==> src/rtl/wb_burst_master.sv <==
// Wishbone B3 master: one command becomes a single or incrementing-burst bus cycle.
// Latency: cyc rises the cycle after cmd accept; rd_valid is one cycle after each read ack.
// Backpressure: cmd_ready only in IDLE; wr_ready while the one-beat staging slot is free or draining.
module wb_burst_master #(
    parameter int DW    = 32,
    parameter int AW    = 26,
    parameter int LEN_W = 8,
    parameter int TMO_W = 10
) (
    input  logic              sys_clk,
    input  logic              RESETN,
    input  logic              cmd_valid,
    output logic              cmd_ready,
    input  logic              cmd_we,
    input  logic [AW-1:0]     cmd_addr,
    input  logic [LEN_W-1:0]  cmd_len,
    input  logic [DW/8-1:0]   cmd_sel,
    input  logic              wr_valid,
    output logic              wr_ready,
    input  logic [DW-1:0]     wr_data,
    output logic              rd_valid,
    output logic [DW-1:0]     rd_data,
    output logic              done,
    output logic              err,
    output logic              wb_cyc_o,
    output logic              wb_stb_o,
    output logic              wb_we_o,
    output logic [AW-1:0]     wb_addr_o,
    output logic [DW-1:0]     wb_dat_o,
    output logic [DW/8-1:0]   wb_sel_o,
    output logic [2:0]        wb_cti_o,
    input  logic              wb_ack_i,
    input  logic [DW-1:0]     wb_dat_i
);
    localparam int SW = DW / 8;
    localparam logic [AW-1:0]    STEP     = AW'(SW);
    localparam logic [AW-1:0]    ALIGN    = ~AW'(SW - 1);
    // The stall that would take the counter to all-ones is the one that fires the timeout.
    localparam logic [TMO_W-1:0] TMO_LAST = {{(TMO_W-1){1'b1}}, 1'b0};

    typedef enum logic [1:0] {IDLE, RUN, FIN} state_t;

    state_t             state_q, state_d;
    logic               we_q;
    logic [LEN_W-1:0]   len_q;
    logic [LEN_W-1:0]   beat_q;
    logic [LEN_W:0]     load_q;
    logic [SW-1:0]      sel_q;
    logic [AW-1:0]      addr_q;
    logic [TMO_W-1:0]   tmo_q;
    logic               tmo_err_q;
    logic               stg_full_q;
    logic [DW-1:0]      stg_q;
    logic               rdy_q;
    logic               rd_vld_q;
    logic [DW-1:0]      rd_dat_q;

    logic cmd_fire, wr_fire, stb, beat_done, last_beat, tmo_hit;

    assign cmd_fire  = cmd_valid && rdy_q;
    assign stb       = (state_q == RUN) && (!we_q || stg_full_q);
    assign beat_done = stb && wb_ack_i;
    assign last_beat = (beat_q == len_q);
    assign tmo_hit   = stb && !wb_ack_i && (tmo_q == TMO_LAST);
    // Stop taking write data once every beat of the command has been staged.
    assign wr_ready  = (state_q == RUN) && we_q && (load_q <= {1'b0, len_q}) &&
                       (!stg_full_q || beat_done);
    assign wr_fire   = wr_valid && wr_ready;

    assign cmd_ready = rdy_q;
    assign wb_addr_o = addr_q;
    assign wb_dat_o  = stg_q;
    assign rd_valid  = rd_vld_q;
    assign rd_data   = rd_dat_q;

    // State register; cmd_ready is registered so it reads 0 throughout reset.
    always_ff @(posedge sys_clk or negedge RESETN) begin
        if (!RESETN) begin
            state_q <= IDLE;
            rdy_q   <= 1'b0;
        end else begin
            state_q <= state_d;
            rdy_q   <= (state_d == IDLE);
        end
    end

    // Next-state: last ack or timeout ends the cycle, FIN lasts exactly one cycle.
    always_comb begin
        state_d = state_q;
        case (state_q)
            IDLE:    if (cmd_fire) state_d = RUN;
            RUN:     if ((beat_done && last_beat) || tmo_hit) state_d = FIN;
            FIN:     state_d = IDLE;
            default: state_d = IDLE;
        endcase
    end

    // Bus and status outputs decoded from the current state.
    always_comb begin
        wb_cyc_o = (state_q == RUN);
        wb_stb_o = stb;
        wb_we_o  = (state_q == RUN) && we_q;
        wb_sel_o = (state_q == RUN) ? sel_q : '0;
        wb_cti_o = 3'b000;
        if (state_q == RUN && len_q != '0)
            wb_cti_o = last_beat ? 3'b111 : 3'b010;
        done = (state_q == FIN);
        err  = (state_q == FIN) && tmo_err_q;
    end

    // Command latch, address/beat stepping and the ack timeout counter.
    always_ff @(posedge sys_clk or negedge RESETN) begin
        if (!RESETN) begin
            we_q      <= 1'b0;
            len_q     <= '0;
            sel_q     <= '0;
            addr_q    <= '0;
            beat_q    <= '0;
            tmo_q     <= '0;
            tmo_err_q <= 1'b0;
        end else if (cmd_fire) begin
            we_q      <= cmd_we;
            len_q     <= cmd_len;
            sel_q     <= cmd_sel;
            addr_q    <= cmd_addr & ALIGN;
            beat_q    <= '0;
            tmo_q     <= '0;
            tmo_err_q <= 1'b0;
        end else begin
            if (beat_done) begin
                addr_q <= addr_q + STEP;
                beat_q <= beat_q + 1'b1;
                tmo_q  <= '0;
            end else if (stb) begin
                tmo_q  <= tmo_q + 1'b1;
            end
            if (tmo_hit) tmo_err_q <= 1'b1;
        end
    end

    // One-beat write staging slot; a refill and a drain in the same cycle keep it full.
    always_ff @(posedge sys_clk or negedge RESETN) begin
        if (!RESETN) begin
            stg_full_q <= 1'b0;
            stg_q      <= '0;
            load_q     <= '0;
        end else begin
            if (cmd_fire) load_q <= '0;
            else if (wr_fire) load_q <= load_q + 1'b1;
            if (wr_fire) begin
                stg_full_q <= 1'b1;
                stg_q      <= wr_data;
            end else if ((beat_done && we_q) || state_q != RUN) begin
                stg_full_q <= 1'b0;
            end
        end
    end

    // Read beats are registered out one cycle after their ack.
    always_ff @(posedge sys_clk or negedge RESETN) begin
        if (!RESETN) begin
            rd_vld_q <= 1'b0;
            rd_dat_q <= '0;
        end else begin
            rd_vld_q <= beat_done && !we_q;
            if (beat_done && !we_q) rd_dat_q <= wb_dat_i;
        end
    end
endmodule

==> config.mk <==
export PLATFORM = sky130hd
export DESIGN_NAME = wb_burst_master
export DESIGN_NICKNAME = d
export VERILOG_FILES = /design/src/rtl/wb_burst_master.sv
export SDC_FILE = /design/constraint.sdc
export NUM_CORES = 1
export LEC_CHECK = 0
export ABC_AREA = 1
export ABC_CLOCK_PERIOD_IN_PS = 3570
export BUFFER_PORTS_ARGS = -buffer_cell sky130_fd_sc_hd__buf_2
export CAP_MARGIN = 20
export CORE_ASPECT_RATIO = 1.2
export CORE_MARGIN = 5
export CORE_UTILIZATION = 55
export DETAILED_ROUTE_END_ITERATION = 16
export PLACE_DENSITY = 0.87
export SYNTH_ARGS = -nofsm -noshare
export SYNTH_HDL_FRONTEND = slang
export SYNTH_SLANG_ARGS = --single-unit
==> constraint.sdc <==
create_clock -name sys_clk -period 3.57 [get_ports sys_clk]
set_input_delay 0.357 -clock sys_clk [delete_from_list [all_inputs] [get_ports sys_clk]]
set_output_delay 0.357 -clock sys_clk [all_outputs]
set_load 0.02 [all_outputs]
Word-level counts from Yosys, hierarchy flattened
Cells that the tools add are included.
- add/subtract/negate cells: 4
- equality and inequality tests: 5
- multiplexer cells: 19
- order comparisons: 1
- reductions and logical operators: 29
- operators by type and width (kind ; count):
    2-to-1 mux 26 bit ; 2
    2-to-1 mux 10 bit ; 3
    adder 26 x 3 -> 26 bit, second input constant ; 1
    2-to-1 mux 9 bit ; 2
    2-to-1 mux 8 bit ; 2
    logical AND 1 bit ; 14
    adder 10 x 1 -> 10 bit, second input constant ; 1
    equality test 10 bit, second input constant ; 1
    adder 9 x 1 -> 9 bit, second input constant ; 1
    less-or-equal comparator 9 x 8 -> 1 bit ; 1
    adder 8 x 1 -> 8 bit, second input constant ; 1
    equality test 8 bit ; 1
    nonzero test 2 bit ; 4
    nonzero test 8 bit ; 1
    2-to-1 mux 3 bit ; 2
    zero test 2 bit ; 2
    logical OR 1 bit ; 4
    2-to-1 mux 1 bit ; 4
    2-to-1 mux 2 bit ; 2
    2-to-1 mux 4 bit ; 1
    one-hot mux 2 bit (2 select lines) ; 1
    zero test 1 bit ; 3
    nonzero test 3 bit ; 1
    equality test 2 x 1 -> 1 bit, second input constant ; 1
    other kinds (2) ; 2
- word-level logic and storage cells: 72
- output and inout bits: 105
- input bits: 108
- register bits: 136

Depth between registers and ports, before layout
- depth after elaboration: 9
- mapped depth: 14
- gate-level depth less buffers: 13

Worst setup path after synthesis
No wires, ideal clock.
- path kind: register -> output
- start: reg state_q[1]
- end: out wr_ready
- cell stages (with the launch flop): 9
- required time: 3213 ps
- path buffers: 0
- path slack: 1610 ps
- data arrival time: 1603 ps
- cells stage by stage: dfrtp_1 inv_1 nand2_2 inv_2 nand2_1 clkinv_1 nand2_1 a21oi_2 a21boi_0
- elaborated cells between the ends (all ways): 7
- those cells by class: eq/ne (1); reduce/logical (6)
- RTL lines (what ; RTL line ; text):
    from (decl) ; 43 ; state_t state_q, state_d;
    from (signal assigned) ; 82 ; state_q <= state_d;
    equality test 2 x 1 -> 1 bit ; -- ;
    net wb_cyc_o ; 25 ; output logic wb_cyc_o,
    logical AND 1 bit ; 66 ; assign wr_ready = (state_q == RUN) && we_q && (load_q <= {1'b0, len_q}) &&
    net wb_we_o ; 27 ; output logic wb_we_o,
    logical AND 1 bit (2 in a row) ; 66 ;
    to (decl) ; 19 ; output logic wr_ready,
The timed path passes the listed nets, and every way through them passes these cells.

Worst setup path after layout
- start: reg state_q[1]
- end: reg load_q[6]
- longest elaborated chain between the ends: 7
- elaborated cells between the ends (all ways): 9
- those cells by class: eq/ne (1); reduce/logical (8)
- ends and longest elaborated chain (what ; RTL line ; text):
    equality test 2 x 1 -> 1 bit (*) ; 61, 66 ;
    logical AND 1 bit ; 61 ; assign stb = (state_q == RUN) && (!we_q || stg_full_q);
    logical AND 1 bit ; 62 ; assign beat_done = stb && wb_ack_i;
    logical OR 1 bit ; 67 ; (!stg_full_q || beat_done);
    logical AND 1 bit (*) ; 66 ;
    logical AND 1 bit (*) ; 68 ; assign wr_fire = wr_valid && wr_ready;
    nonzero test 2 bit (no source line) (*) ; -- ;
    to (signal assigned) ; 149 ; else if (wr_fire) load_q <= load_q + 1'b1;
    to (decl) ; 47 ; logic [LEN_W:0] load_q;
Mark *: on every way between the ends. The rest lies on a longest branch, timed or not.
A chain may end at the register's enable or synchronous reset.

==> metrics.md <==
| Metric | Value |
|---|---|
| Number of synthesized register bits | `134` |
| Setup CP Type | `flop to flop` |
| Synthesized area | `0.006775 mm2` |
| Endpoint type of the worst setup path | `flop` |
| Post-synth top flop | `dfrtp_1` |
| Die Wd | `111.3 um` |
| Worst path max stage delay | `0.62 ns` |
| Clock slew at reported path FFs | `0.06 ns` |
| Final Hold Viols | `0` |
| DRC Markers | `0` |
| Slowest CP cell | `nand3_2` |
| Die ar. | `0.01465 mm2` |
| Net Sw Power | `3431 uW` |
| # nets final | `1188` |
| Skew-Pair Late Insertion Delay | `0.41 ns` |
| Ranking of synthesized cells by area | `dfrtp_1, nand2_1, inv_1` |
| IO Port Bufs | `208` |
| CTS Buffer Depth | `2` |
| Max Fclk | `387.4 MHz` |
| Root buffer cell | `clkbuf_16` |
| Synth top cells by count | `nand2_1, dfrtp_1, inv_1` |
| Final TNS setup | `0 ns` |
| Fillers | `1014` |
| Leak | `0.004637 uW` |
| Post-CTS Setup Bufs | `0` |
| Die Y | `131.6 um` |
| Critical path launch point type | `flop` |
| Detailed placement HPWL | `12750 um` |
| Layout cell share with drive strength beyond 1 | `0.2537` |
| Power Internal | `4400 uW` |
| Combinational power share | `0.425` |
| Initial Utilization | `0.5594` |
| Initial antenna violation count | `0` |
| R2r worst-path depth | `9` |
| Sw frac | `0.4381` |
| FFs w/ async S/R, synth | `1.000` |
| Count leader, synth | `nand2_1` |
| Post-route clock period utilization | `0.7231` |
| Area growth from synthesis to layout | `25.69%` |
| GPL Wtd Cong | `0.9403` |
| Row count | `44` |
| Data arrival, critical path | `2.92 ns` |
| Status | `finished, final reports clean` |
| Final cell count without fillers | `1241` |
| Congestion Overflow GR | `0` |
| Syn avg cell area | `7.824 um2` |
| Largest net degree at the start of global routing | `107` |
| Max_cap viols | `0` |
| HP Class | `primary input to async pin` |
| Seq pwr share | `0.338` |
| Inst Count DP | `1209` |
| RSZ-0062 raised after global routing | `no` |
| Critical path fanouts, max | `40` |
| Measured slew at the worst slew-check pin | `0.9627 ns` |
| Pre-CTS setup slack | `1.003 ns` |
| Final setup viols | `0` |
| Routed vias | `6489` |
| EDFF count, synth | `0` |
| Clock Skew | `0.008983 ns` |
| Warnings from Yosys | `0` |
| Final worst slack | `0.9887 ns` |
| Yosys top cell by area | `dfrtp_1` |
| Mapped Cells | `866` |
| Vias in the first global route | `6267` |
| Core area | `0.01211 mm2` |
| Final Slew Violations | `0` |
| Seq/Total Area, Yosys | `0.4949` |
| Htree depth | `4` |
| Post-CTS sizing | `0` |
| First-pass GRT wire length | `29610 um` |
| RR Endpoint | `load_q[6]$_DFFE_PN0P_` |
| Cts bufs inserted | `17` |
| Vias per cell | `5.229` |
| TritonCTS clock tree | `yes` |
| CTS Hold Bufs | `0` |
| Clock sink total | `134` |
| Routed WL | `17910 um` |
| 1st-pass router iterations | `6` |
| Number of I/O pins | `213` |
| Inserted Diodes | `0` |
| Slew headroom | `0.3582` |
| WHS | `0.05710 ns` |
| Reg2reg start | `state_q[1]$_DFF_PN0_` |
| Number of routed nets with antenna violations | `0` |
| Cell Pwr Density | `919.6 mW/mm2` |
| Post-synth top area share | `0.4949` |
| Req. time, crit path | `3.91 ns` |
| Overall Power | `7831 uW` |
| Clock group share of total power | `0.237` |
| Worst path cell trace | `inv_1 > nand2_2 > nor2_4 > nand2_4 > a21oi_2 > nand3_2 > nand2_2 > nand2_1 > nand2_1` |
| Total track usage | `0.2453` |
| R2r setup slk | `0.99 ns` |
| Minimum clock period after layout | `2.581 ns` |
| VDD IR max | `0.0004955 V` |
| Avg WL per Cell | `14.43 um` |
| 1st-iter DRT viols | `547` |
| Post-synth cell types | `41` |
==> area by class of cell <==
| type | instances | area [um2] | share of cell area |
|---|---|---|---|
| repair buffers | 214 | 1105 | 0.1297 |
| clock buffers | 18 | 429.2 | 0.05040 |
| inverters | 104 | 390.4 | 0.04584 |
| flip-flops and latches | 134 | 3353 | 0.3938 |
| well taps | 161 | 201.4 | 0.02366 |
| clock inverters | 14 | 201.4 | 0.02366 |
| multi-input cells | 596 | 2835 | 0.3329 |
==> layer usage <==
layer	vias to the layer above	track usage	part of all wire
met5	-	0	0
met4	0	0.08249	0.026
met3	41	0.08326	0.092
met2	307	0.4145	0.50
met1	3008	0.2941	0.38
li1	3133	-	-
==> power groups by stage <==
stage	Sequential [uW]	Clock, uW	Combinational, uW
3_3_place_gp	2620	0	3230
4_1_cts	2630	1890	3360
5_1_grt	2730	1960	3700
3_5_place_dp	2640	0	3320
2_1_floorplan	3120	0	1750
6_report	2640	1860	3330
==> worst max path at each step <==
stage	start	depth (start not counted)	slack [ns]	endpoint
floorplan	state_q[1]$_DFF_PN0_	8	1.61	wr_ready
global placement	state_q[1]$_DFF_PN0_	9	1.04	wb_dat_o[29]$_DFFE_PN0P_
detailed placement	state_q[1]$_DFF_PN0_	9	1.00	wb_dat_o[17]$_DFFE_PN0P_
CTS	state_q[1]$_DFF_PN0_	9	1.01	wb_dat_o[25]$_DFFE_PN0P_
global route	state_q[1]$_DFF_PN0_	9	0.75	load_q[6]$_DFFE_PN0P_
finish	state_q[1]$_DFF_PN0_	9	0.99	load_q[6]$_DFFE_PN0P_
==> layout by cell type, fill, tap and decap left out, types with 2 or more instances in the layout <==
cell,n
o21ai_0,57
nor2_1,74
nand3_1,46
inv_2,5
dfrtp_1,134
xnor2_1,5
conb_1,2
nand4_1,10
buf_2,207
nand2_1,283
xor2_1,10
inv_1,98
o21ai_2,12
a32oi_1,2
clkbuf_16,17
nor3_1,17
ha_1,13
buf_4,5
bufinv_16,4
clkinvlp_4,5
nand2_2,3
clkinv_4,3
nand3b_1,3
nor2_4,2
o211ai_1,2
inv_6,2
a31oi_1,2
a21oi_1,17
o21ai_1,18
o22ai_1,6
==> sequential cells by signal, summed over array words and instances (netlist names) <==
register / cells
state_q: 2
tmo_q: 10
cmd_ready: 1
beat_q: 8
wb_addr_o: 24
wb_dat_o: 32
we_q: 1
tmo_err_q: 1
rd_valid: 1
stg_full_q: 1
load_q: 9
rd_data: 32
len_q: 8
sel_q: 4
==> per-stage QoR <==
stage / util / cell area (um2)
5_1_grt: 0.7031 / 8516
3_5_place_dp: 0.6510 / 7885
4_1_cts: 0.7031 / 8516
3_3_place_gp: 0.6510 / 7885
6_report: 0.7031 / 8516
2_1_floorplan: - / 6779
==> kinds of logic (layout without fill, tap and decap cells) <==
kind of cell / Yosys count / after routing / share of synthesized area
AO/OA/AOI/OAI: 120 / 120 / 0.1005
XOR/XNOR: 15 / 15 / 0.01939
adder cells (fa/ha/maj): 13 / 13 / 0.02401
buffers and inverters: 137 / 350 / 0.08716
flip-flops: 134 / 134 / 0.4949
multiplexers: 1 / 1 / 0.001662
other: 1 / 2 / 0.0005535
AND/OR/NAND/NOR: 445 / 445 / 0.2718
==> worst max-delay path, delay by kind of cell, from the launching register on <==
family	cells	cell delay, ns
AO/OA/AOI/OAI	1	0.22
flip-flops	1	0.37
AND/OR/NAND/NOR	7	1.79
buffers and inverters	1	0.11
Power figures use the tool's default switching activity.
